$ cat src/rtl/regfile_wb_arbiter_if.sv
// Bundles the writeback arbiter's pipeline, issue, result, hazard-check and
// register-file write signals.
interface regfile_wb_arbiter_if;
  logic        p_we;
  logic [4:0]  p_wn;
  logic [31:0] p_d;
  logic        iss_valid;
  logic [4:0]  iss_wn;
  logic        iss_ready;
  logic        m_valid;
  logic [4:0]  m_wn;
  logic [31:0] m_d;
  logic        m_ready;
  logic [4:0]  rna;
  logic [4:0]  rnb;
  logic [4:0]  rnw;
  logic        busy_a;
  logic        busy_b;
  logic        busy_w;
  logic        stall_req;
  logic        we;
  logic [4:0]  wn;
  logic [31:0] d;

  modport master (
    output p_we, p_wn, p_d, iss_valid, iss_wn, m_valid, m_wn, m_d, rna, rnb, rnw,
    input  iss_ready, m_ready, busy_a, busy_b, busy_w, stall_req, we, wn, d
  );

  modport slave (
    input  p_we, p_wn, p_d, iss_valid, iss_wn, m_valid, m_wn, m_d, rna, rnb, rnw,
    output iss_ready, m_ready, busy_a, busy_b, busy_w, stall_req, we, wn, d
  );
endinterface

$ cat src/rtl/regfile_wb_arbiter.sv
// Register-file write-port arbiter: pipeline writeback has priority, buffered
// long-latency results fill idle cycles, with a pending scoreboard and starvation stall.
module regfile_wb_arbiter #(
  parameter int DEPTH      = 2,
  parameter int STARVE_LIM = 4
) (
  input logic                 clk,
  input logic                 clr,
  regfile_wb_arbiter_if.slave bus
);
  localparam int AW = (DEPTH > 1) ? $clog2(DEPTH) : 1;
  localparam int CW = $clog2(DEPTH + 1);
  localparam int SW = $clog2(STARVE_LIM + 1);

  logic [4:0]    fifo_wn_q [DEPTH];
  logic [31:0]   fifo_d_q  [DEPTH];
  logic [AW-1:0] rd_ptr_q, rd_ptr_d;
  logic [AW-1:0] wr_ptr_q, wr_ptr_d;
  logic [CW-1:0] count_q, count_d;
  logic [SW-1:0] starve_q, starve_d;
  // Bit 0 is held at zero so register 0 can be indexed directly and never reads busy.
  logic [31:0]   pending_q, pending_d;

  logic        p_valid;
  logic        fifo_empty;
  logic        pop;
  logic        push;
  logic        iss_ready;
  logic        iss_take;
  logic [4:0]  head_wn;
  logic [31:0] head_d;

  always_comb begin
    head_wn    = fifo_wn_q[rd_ptr_q];
    head_d     = fifo_d_q[rd_ptr_q];
    fifo_empty = (count_q == '0);
    p_valid    = !clr && bus.p_we && (bus.p_wn != '0);
    pop        = !clr && !p_valid && !fifo_empty;

    bus.m_ready   = !clr && (count_q < CW'(DEPTH));
    push          = !clr && (count_q < CW'(DEPTH)) && bus.m_valid && (bus.m_wn != '0);
    iss_ready     = !clr && !pending_q[bus.iss_wn];
    iss_take      = iss_ready && bus.iss_valid && (bus.iss_wn != '0);
    bus.iss_ready = iss_ready;
    bus.busy_a    = !clr && pending_q[bus.rna];
    bus.busy_b    = !clr && pending_q[bus.rnb];
    bus.busy_w    = !clr && pending_q[bus.rnw];
    bus.stall_req = !clr && (starve_q == SW'(STARVE_LIM));

    bus.we = 1'b0;
    bus.wn = '0;
    bus.d  = '0;
    if (p_valid) begin
      bus.we = 1'b1;
      bus.wn = bus.p_wn;
      bus.d  = bus.p_d;
    end else if (pop) begin
      bus.we = 1'b1;
      bus.wn = head_wn;
      bus.d  = head_d;
    end

    rd_ptr_d = pop  ? rd_ptr_q + AW'(1) : rd_ptr_q;
    wr_ptr_d = push ? wr_ptr_q + AW'(1) : wr_ptr_q;
    count_d  = count_q;
    case ({push, pop})
      2'b10:   count_d = count_q + CW'(1);
      2'b01:   count_d = count_q - CW'(1);
      default: count_d = count_q;
    endcase

    // A non-empty FIFO that does not pop this cycle is being blocked by the pipeline.
    if (fifo_empty || pop)
      starve_d = '0;
    else if (starve_q != SW'(STARVE_LIM))
      starve_d = starve_q + SW'(1);
    else
      starve_d = starve_q;

    pending_d = pending_q;
    if (pop)
      pending_d[head_wn] = 1'b0;
    if (iss_take)
      pending_d[bus.iss_wn] = 1'b1;
    pending_d[0] = 1'b0;
  end

  always_ff @(posedge clk) begin
    if (clr) begin
      rd_ptr_q  <= '0;
      wr_ptr_q  <= '0;
      count_q   <= '0;
      starve_q  <= '0;
      pending_q <= '0;
    end else begin
      rd_ptr_q  <= rd_ptr_d;
      wr_ptr_q  <= wr_ptr_d;
      count_q   <= count_d;
      starve_q  <= starve_d;
      pending_q <= pending_d;
    end
  end

  always_ff @(posedge clk) begin
    if (push) begin
      fifo_wn_q[wr_ptr_q] <= bus.m_wn;
      fifo_d_q[wr_ptr_q]  <= bus.m_d;
    end
  end
endmodule

$ cat src/flat_wrapper.sv
// flat-port wrapper written by rule: the top's interface ports become plain ports
module regfile_wb_arbiter_flat 
#(
  parameter int DEPTH      = 2,
  parameter int STARVE_LIM = 4
)
  (clk, clr, bus_p_we, bus_p_wn, bus_p_d, bus_iss_valid, bus_iss_wn, bus_m_valid, bus_m_wn, bus_m_d, bus_rna, bus_rnb, bus_rnw, bus_iss_ready, bus_m_ready, bus_busy_a, bus_busy_b, bus_busy_w, bus_stall_req, bus_we, bus_wn, bus_d);
  regfile_wb_arbiter_if bus_i ();
  input logic clk;
  input logic clr;
  input wire logic [$bits(bus_i.p_we)-1:0] bus_p_we;
  input wire logic [$bits(bus_i.p_wn)-1:0] bus_p_wn;
  input wire logic [$bits(bus_i.p_d)-1:0] bus_p_d;
  input wire logic [$bits(bus_i.iss_valid)-1:0] bus_iss_valid;
  input wire logic [$bits(bus_i.iss_wn)-1:0] bus_iss_wn;
  input wire logic [$bits(bus_i.m_valid)-1:0] bus_m_valid;
  input wire logic [$bits(bus_i.m_wn)-1:0] bus_m_wn;
  input wire logic [$bits(bus_i.m_d)-1:0] bus_m_d;
  input wire logic [$bits(bus_i.rna)-1:0] bus_rna;
  input wire logic [$bits(bus_i.rnb)-1:0] bus_rnb;
  input wire logic [$bits(bus_i.rnw)-1:0] bus_rnw;
  output wire logic [$bits(bus_i.iss_ready)-1:0] bus_iss_ready;
  output wire logic [$bits(bus_i.m_ready)-1:0] bus_m_ready;
  output wire logic [$bits(bus_i.busy_a)-1:0] bus_busy_a;
  output wire logic [$bits(bus_i.busy_b)-1:0] bus_busy_b;
  output wire logic [$bits(bus_i.busy_w)-1:0] bus_busy_w;
  output wire logic [$bits(bus_i.stall_req)-1:0] bus_stall_req;
  output wire logic [$bits(bus_i.we)-1:0] bus_we;
  output wire logic [$bits(bus_i.wn)-1:0] bus_wn;
  output wire logic [$bits(bus_i.d)-1:0] bus_d;
  assign bus_i.p_we = bus_p_we;
  assign bus_i.p_wn = bus_p_wn;
  assign bus_i.p_d = bus_p_d;
  assign bus_i.iss_valid = bus_iss_valid;
  assign bus_i.iss_wn = bus_iss_wn;
  assign bus_i.m_valid = bus_m_valid;
  assign bus_i.m_wn = bus_m_wn;
  assign bus_i.m_d = bus_m_d;
  assign bus_i.rna = bus_rna;
  assign bus_i.rnb = bus_rnb;
  assign bus_i.rnw = bus_rnw;
  assign bus_iss_ready = bus_i.iss_ready;
  assign bus_m_ready = bus_i.m_ready;
  assign bus_busy_a = bus_i.busy_a;
  assign bus_busy_b = bus_i.busy_b;
  assign bus_busy_w = bus_i.busy_w;
  assign bus_stall_req = bus_i.stall_req;
  assign bus_we = bus_i.we;
  assign bus_wn = bus_i.wn;
  assign bus_d = bus_i.d;
  regfile_wb_arbiter #(.DEPTH(DEPTH), .STARVE_LIM(STARVE_LIM)) u_core (.clk(clk), .clr(clr), .bus(bus_i));
endmodule
$ cat config.mk
export PLATFORM = sky130hd
export DESIGN_NAME = regfile_wb_arbiter_flat
export DESIGN_NICKNAME = d
export VERILOG_FILES = /design/src/rtl/regfile_wb_arbiter_if.sv /design/src/rtl/regfile_wb_arbiter.sv /design/src/flat_wrapper.sv
export SDC_FILE = /design/constraint.sdc
export NUM_CORES = 1
export LEC_CHECK = 0
export ABC_AREA = 1
export ABC_CLOCK_PERIOD_IN_PS = 3300
export CORE_MARGIN = 5
export CORE_UTILIZATION = 40
export DETAILED_ROUTE_END_ITERATION = 8
export DONT_BUFFER_PORTS = 1
export HOLD_SLACK_MARGIN = 0.1
export PLACE_DENSITY = 0.57
export REMOVE_ABC_BUFFERS = 1
export SKIP_LAST_GASP = 1
export SYNTH_ARGS = -nofsm -noshare
export SYNTH_HDL_FRONTEND = slang
export SYNTH_SLANG_ARGS = --single-unit
export TNS_END_PERCENT = 20
$ cat constraint.sdc
create_clock -name clk -period 3.3 [get_ports clk]
set_input_delay 0 -clock clk [delete_from_list [all_inputs] [get_ports clk]]
set_output_delay 0 -clock clk [all_outputs]
set_load 0.1 [all_outputs]
==> results of run 1 <==
==> area by class of cell <==
cell class                 count  area [sq um]  share of cell area
clock buffer                  17           425              0.0528
multi-input combinational    547          3150               0.391
sequential                   113          3000               0.372
timing repair buffer         105           938               0.116
tap                          184           230              0.0286
inverter                      47           176              0.0219
clock inverter                14           134              0.0166
==> state kept, by name, summed over array words and instances (netlist names), named ones only <==
register          count
u_core.starve_q       3
u_core.wr_ptr_q       1
u_core.pending_q     31
u_core.count_q        2
u_core.fifo_d_q      64
u_core.rd_ptr_q       1
u_core.fifo_wn_q     10
==> per-layer routing <==
metal | vias to the layer above | share of wire | track usage | routed length [um]
li1 | 2804 | - | - | -
met4 | 0 | 0.031 | 0.0990 | 651
met5 | - | 0 | 0 | 0
met3 | 51 | 0.10 | 0.0798 | 2100
met2 | 313 | 0.46 | 0.362 | 9540
met1 | 2897 | 0.41 | 0.288 | 8400
==> cells by family (layout without fill, tap and decap cells) <==
family / after synthesis / count (layout) / synth area share
AOI/OAI and AO/OA: 197 / 197 / 0.189
xor gates and xnor gates: 4 / 4 / 0.00587
adders and majority gates: 3 / 3 / 0.00629
buffers and inverters: 81 / 183 / 0.0538
DFF: 113 / 113 / 0.503
muxes: 1 / 1 / 0.00168
and+or+nand+nor: 342 / 342 / 0.241
==> worst max path at each step <==
stage	to	start	cells after the start	slack, ps
global route	u_core.pending_q[4]$_SDFF_PP0_	bus_iss_wn[0]	12	4
floorplan	u_core.fifo_d_q[0][0]$_DFFE_PP_	u_core.count_q[1]$_SDFFE_PP0P_	3	-760
CTS	u_core.pending_q[2]$_SDFF_PP0_	bus_iss_wn[0]	12	350
finish	u_core.pending_q[4]$_SDFF_PP0_	bus_iss_wn[0]	12	180
global placement	u_core.count_q[1]$_SDFFE_PP0P_	bus_p_wn[0]	10	1220
detailed placement	u_core.count_q[1]$_SDFFE_PP0P_	bus_p_wn[0]	10	1150
==> layout by cell type, fill, tap and decap left out, types with 3 or more instances in the layout <==
cell type,instances
clkbuf_16,17
dfxtp_1,39
o211ai_1,6
o31ai_4,32
o221ai_1,8
or2_2,4
a21oi_1,45
clkinv_4,4
nor2_1,148
nor2_4,3
ha_1,3
clkinvlp_4,5
o21ai_0,90
o22ai_2,3
xor2_1,3
inv_1,44
nor3_1,9
buf_4,49
edfxtp_1,74
inv_6,3
nand4_1,35
nand3_1,26
dlygate4sd3_1,55
nor2_2,6
nand2_1,109
o22ai_1,9
==> worst register-to-register path, cell delays in order (launching register included) <==
cell           delay, ps
dfxtp_1              390
nand2_1              110
nand2_1               60
nand2_1               50
nand2_1               50
nand2_1               50
nand2_1               50
nor2_1                90
nand2_1               90
nor2_4               570
nand4_1              190
dlygate4sd3_1        650
a21oi_1              120
dlygate4sd3_1        560
==> through the flow <==
| stage | hold WS (ps) | setup WS, ps | setup TNS (ps) | power [W] | utilization |
|---|---|---|---|---|---|
| 4_1_cts | 107 | 346 | 0 | 0.00462 | 0.553 |
| 6_report | 136 | 182 | 0 | 0.00460 | 0.553 |
| 5_1_grt | 156 | 4.39 | 0 | 0.00477 | 0.553 |
| 3_3_place_gp | 81.6 | 1220 | 0 | 0.00283 | 0.475 |
| 2_1_floorplan | 69.1 | -763 | -69360 | 0.00245 | - |
| 3_5_place_dp | 82.8 | 1150 | 0 | 0.00284 | 0.475 |
==> power by group <==
part           switching (W)  total (W)  internal, W
combinational       0.000991    0.00128     0.000294
clock               0.000679    0.00172      0.00104
sequential         0.0000271    0.00160      0.00157
total                0.00170    0.00460      0.00290
==> results.md, run 1 <==
* Outcome: complete, no violations
* GRT overflow at 0
* Post-CTS setup buffer count at 0
* Post-layout minimum cycle time at 3120 ps
* Hold_buf cts at 56
* DIE WIDTH at 132 um
* Critical Path AT at 3470 ps
* Sink of the worst hold path: u_core.pending_q[26]$_SDFF_PP0_
* Top post-synthesis cells by area: edfxtp_1 37%, dfxtp_1 13%, nor2_1 9.7%, o21ai_0 7.7%, nand2_1 6.9%
* Min-delay src: bus_iss_wn[3]
* Gpl congestion at 0.953
* Hold Violations, Final at 0
* Post-synth ARST share at 0
* Clock Tree Buf Depth at 2
* Max_slew headroom at 0.205
* Via count at 6,065
* Root buf cell: clkbuf_16
* Hold crit path type: in2reg
* WP data required at 3650 ps
* First-pass GRT wire length at 32,200 um
* Worst-Margin Slew at 1190 ps
* Number of nets in the layout at 933
* Cell row count at 44
* WS Path Type: in2reg
* Largest net degree at the start of global routing at 38
* Max VDD drop at 0.474 mV
* Post_cts resized at 0
* ANT cells at 0
* Worst R2R End: u_core.pending_q[4]$_SDFF_PP0_
* Leakage Power at 2.95 nW
* DRC errors left at 0
* Synth Register Bits at 113
* Worst Hold Depth at 6
* Top-count cell post-synth: nor2_1
* Num CTS Buffers at 17
* Total Wirelength at 20,700 um
* Final cell count without fillers at 1,027
* Core ar. at 14,600 sq um
* Crit start category: input pin
* Antenna violations before repair at 1
* Die area at 17,500 sq um
* Post-synth cell types at 29
* I/O Pins at 143
* Peak per-stage delay on the critical path at 650 ps
* Top cells by count, synth: 155 x nor2_1, 109 x nand2_1, 92 x o21ai_0
* Max Cap Viol at 0
* Crit-path max FO at 32
* Synth top area share at 0.372
* Syn avg cell area at 8.06 sq um
* Yosys top cell by area: edfxtp_1
* Post-route ant nets at 0
* Vias in the first global route at 5,943
* Cell family with most CP delay: buffers and inverters
* R2r startpoint: u_core.pending_q[15]$_SDFF_PP0_
* First-pass DRT Iterations at 6
* FF-to-FF path depth at 13
* Layout Skew at 8.09 ps
* CP Cell Sequence: dlygate4sd3_1 -> nand2_2 -> inv_1 -> nand2_1 -> nand4_1 -> nand2_1 -> nand3_1 -> nor2_4 -> nand4_1 -> dlygate4sd3_1 -> a21oi_1 -> dlygate4sd3_1
* RSZ-0062 raised after global routing: false
* Final setup fails at 0
* Crit-path slowest cell: dlygate4sd3_1
* Vias/cell at 5.91
* Initial Util at 0.409
* Power density cells at 571 nW/um^2
* TritonCTS clock tree: done
* Starting DRT DRC Count at 465
* Port bufs at 0
* Area Growth Syn to Fin at 35.0%
* Mapped Cells at 741
* Clock latency at the later pin of the worst-skew pair at 410 ps
* FMAX at 321 MHz
* Clock sink total at 113
* Worst setup EP type: flop
* Htree depth at 4
* Buf/Inv on CP at 4
* Final worst-path cycle share at 0.945
* Die Ht at 132 um
* Cell area after placement at 6930 sq um
* Most used flip-flop cell after synthesis: edfxtp_1
* Worst path most repeated cell: dlygate4sd3_1
* Register area share after synthesis at 0.503
* CTS clk-pin slew, worst paths at 60 ps
* Post-synth EDFFs at 74
* Gr usage total at 0.230
* Reg2reg setup slack at 230 ps
* Yosys warnings at 0
* Syn Std Cell Area at 5970 sq um
* Design Area, Final at 8060 sq um
* Inst Count DP at 940
* HPWL Detailed at 13,500 um
* Proportion of layout cells with a drive suffix above 1 at 0.160
* DR WL/cell at 20.1 um
* Max Slew Vio Count at 0
* Fillers at 1,326
(Power assumes the default switching activity.)
==> inputs of run 2 (changes only) <==
HOLD_SLACK_MARGIN = 0.08   (was 0.1)
PLACE_DENSITY = not set   (was 0.57)
==> run 2 against run 1 <==
  * Non-clock buffer count fell by 3
  * Die area did not move
  * Via count rose by 0.35%
  * Register-to-register slack improved by 20 ps
  * Flip-flop and latch count did not move
  * Sequential share of layout area barely moved
  * Setup slack improved by 14 ps
==> results.md, run 2 (synthesis gave the netlist of run 1 again) <==
* Clock share of power at 0.381 (was 0.373)
* Peak per-stage delay on the critical path at 640 ps (was 650 ps)
* Area Growth Syn to Fin at 34.9% (was 35.0%)
* Cell row count at 44 (unchanged)
* Max Cap Viol at 0 (unchanged)
* Setup WS pre-CTS at 1170 ps (was 1150 ps)
* Vias/cell at 5.94 (was 5.91)
* Inst Count DP at 941 (was 940)
* Biggest registers after layout: u_core.fifo_d_q: 64 flops, u_core.pending_q: 31 flops, u_core.fifo_wn_q: 10 flops (unchanged)
* Largest net degree at the start of global routing at 38 (unchanged)
* Most frequent cells in the layout: 148 x nor2_1, 108 x nand2_1, 90 x o21ai_0 (was 148 x nor2_1, 109 x nand2_1, 90 x o21ai_0)
* Post-CTS setup buffer count at 0 (unchanged)
* FMAX at 322 MHz (was 321 MHz)
* Final setup fails at 0 (unchanged)
* Internal power at 0.00299 W (was 0.00290 W)
* Clock Tree Buf Depth at 2 (unchanged)
* Number of nets in the layout at 930 (was 933)
* Crit-path slowest cell: dlygate4sd3_1 (unchanged)
* Final worst-path cycle share at 0.941 (was 0.945)
* Crit start category: input pin (unchanged)
* Critical Path AT at 3450 ps (was 3470 ps)
* Worst-Margin Slew at 1190 ps (about the same)
* DR WL/cell at 20.1 um (about the same)
* Max reg flops at 64 (unchanged)
* Core ar. at 14,600 sq um (unchanged)
* First-pass GRT wire length at 31,800 um (was 32,200 um)
* WP data required at 3650 ps (about the same)
* Max_slew headroom at 0.205 (about the same)
* TritonCTS clock tree: done (unchanged)
* Post-layout minimum cycle time at 3100 ps (was 3120 ps)
* Max Slew Vio Count at 0 (unchanged)
* Fillers at 1,271 (was 1,326)
* Htree depth at 4 (unchanged)
* Cell family with most CP delay: buffers and inverters (unchanged)
* Switching Share at 0.362 (was 0.369)
* Buf/Inv on CP at 4 (unchanged)
* CTS clk-pin slew, worst paths at 60 ps (about the same)
* CP Cell Sequence: dlygate4sd3_1 -> nand2_2 -> inv_1 -> nand2_1 -> nand4_1 -> nand2_1 -> nand3_1 -> nor2_4 -> nand4_1 -> dlygate4sd3_1 -> a21oi_1 -> dlygate4sd3_1 (unchanged)
* Initial Util at 0.409 (unchanged)
* Clock sink total at 113 (unchanged)
* Starting DRT DRC Count at 526 (was 465)
* Outcome: complete, no violations (unchanged)
* Leakage Power at 2.96 nW (was 2.95 nW)
* ANT cells at 0 (unchanged)
* Gr usage total at 0.226 (was 0.230)
* Comb pwr share at 0.276 (was 0.279)
* Final cell count without fillers at 1,024 (was 1,027)
* Sequential share of power at 0.342 (was 0.348)
* Reg with most FFs: u_core.fifo_d_q (unchanged)
* Root buf cell: clkbuf_16 (unchanged)
* Final WS setup at 196 ps (was 182 ps)
* Worst setup EP type: flop (unchanged)
* Gpl congestion at 0.919 (was 0.953)
* Num CTS Buffers at 17 (unchanged)
* Die Ht at 132 um (unchanged)
* Clock latency at the later pin of the worst-skew pair at 410 ps (about the same)
* Power density cells at 581 nW/um^2 (was 571 nW/um^2)
* Worst path most repeated cell: dlygate4sd3_1 (unchanged)
* Port bufs at 0 (unchanged)
* Final core utilization at 0.552 (was 0.553)
* Via count at 6,086 (was 6,065)
* DRC errors left at 0 (unchanged)
* Post-route ant nets at 0 (unchanged)
* Cell area after placement at 6940 sq um (was 6930 sq um)
* Hold Violations, Final at 0 (unchanged)
* Max VDD drop at 0.470 mV (was 0.474 mV)
* Hold crit path type: in2reg (unchanged)
* Design Area, Final at 8050 sq um (was 8060 sq um)
* Crit-path max FO at 32 (unchanged)
* First-pass DRT Iterations at 5 (was 6)
* Die area at 17,500 sq um (unchanged)
* Layout Skew at 8.16 ps (was 8.09 ps)
* Vias in the first global route at 6,035 (was 5,943)
* DIE WIDTH at 132 um (unchanged)
* Net Switching at 0.00169 W (was 0.00170 W)
* Proportion of layout cells with a drive suffix above 1 at 0.162 (was 0.160)
* GRT overflow at 0 (unchanged)
* I/O Pins at 143 (unchanged)
* HPWL Detailed at 13,700 um (was 13,500 um)
* Total Wirelength at 20,600 um (was 20,700 um)
* RSZ-0062 raised after global routing: false (unchanged)
* Commonest non-fill, non-tap cell in the layout: nor2_1 (unchanged)
* WS Path Type: in2reg (unchanged)
* Antenna violations before repair at 1 (unchanged)
-- run 2: power groups by stage --
stage | registers [W] | clock network, W | logic, W
2_1_floorplan | 0.00164 | 0 | 0.000808
3_3_place_gp | 0.00163 | 0 | 0.00121
3_5_place_dp | 0.00163 | 0 | 0.00122
4_1_cts | 0.00160 | 0.00180 | 0.00129
5_1_grt | 0.00160 | 0.00188 | 0.00136
6_report | 0.00160 | 0.00178 | 0.00129
-- run 2: per-stage QoR --
| step | hold WS, ps | TNS (ps) | total power, W |
|---|---|---|---|
| global placement | 81.4 | 0 | 0.00283 |
| CTS | 137 | 0 | 0.00469 |
| finish | 156 | 0 | 0.00468 |
| detailed placement | 83.4 | 0 | 0.00284 |
| global route | 185 | 0 | 0.00484 |
| floorplan | 69.1 | -69360 | 0.00245 |
-- run 2: final cells by class --
type                    instances  area, sq um  area share
repair buffers                102          906       0.112
well taps                     184          230      0.0286
clock buffers                  17          425      0.0528
clock inverters                14          156      0.0194
flip-flops and latches        113         3000       0.373
inverters                      47          176      0.0219
multi-input cells             547         3160       0.392
-- run 2: final timing paths --
check	from	endpoint	slack [ps]	cells past startpoint
worst max-delay path	bus_iss_wn[0]	u_core.pending_q[5]$_SDFF_PP0_	200	12
worst min-delay path	bus_m_wn[0]	u_core.wr_ptr_q$_SDFFE_PP0P_	160	4
worst max register to register	u_core.pending_q[19]$_SDFF_PP0_	u_core.pending_q[5]$_SDFF_PP0_	250	13
worst min register to register	u_core.rd_ptr_q$_SDFFE_PP0P_	u_core.rd_ptr_q$_SDFFE_PP0P_	460	1
-- run 2: tightest hold or removal path: stages --
cell and delay (ps):
nor2_1 80, nand2_1 70, nand3_1 250, a21oi_1 110
-- run 2: what timing repair did --
item	in CTS	in global routing
setup endpoints to repair	0	1
hold endpoints to repair	111	0
hold buffers	52	0
resized for setup	0	1
-- run 2: per-layer routing --
| layer | part of all wire | global-route usage |
|---|---|---|
| met4 | 0.036 | 0.0939 |
| met3 | 0.11 | 0.0832 |
| met1 | 0.39 | 0.282 |
| met2 | 0.46 | 0.353 |
| met5 | 0.00097 | 0 |
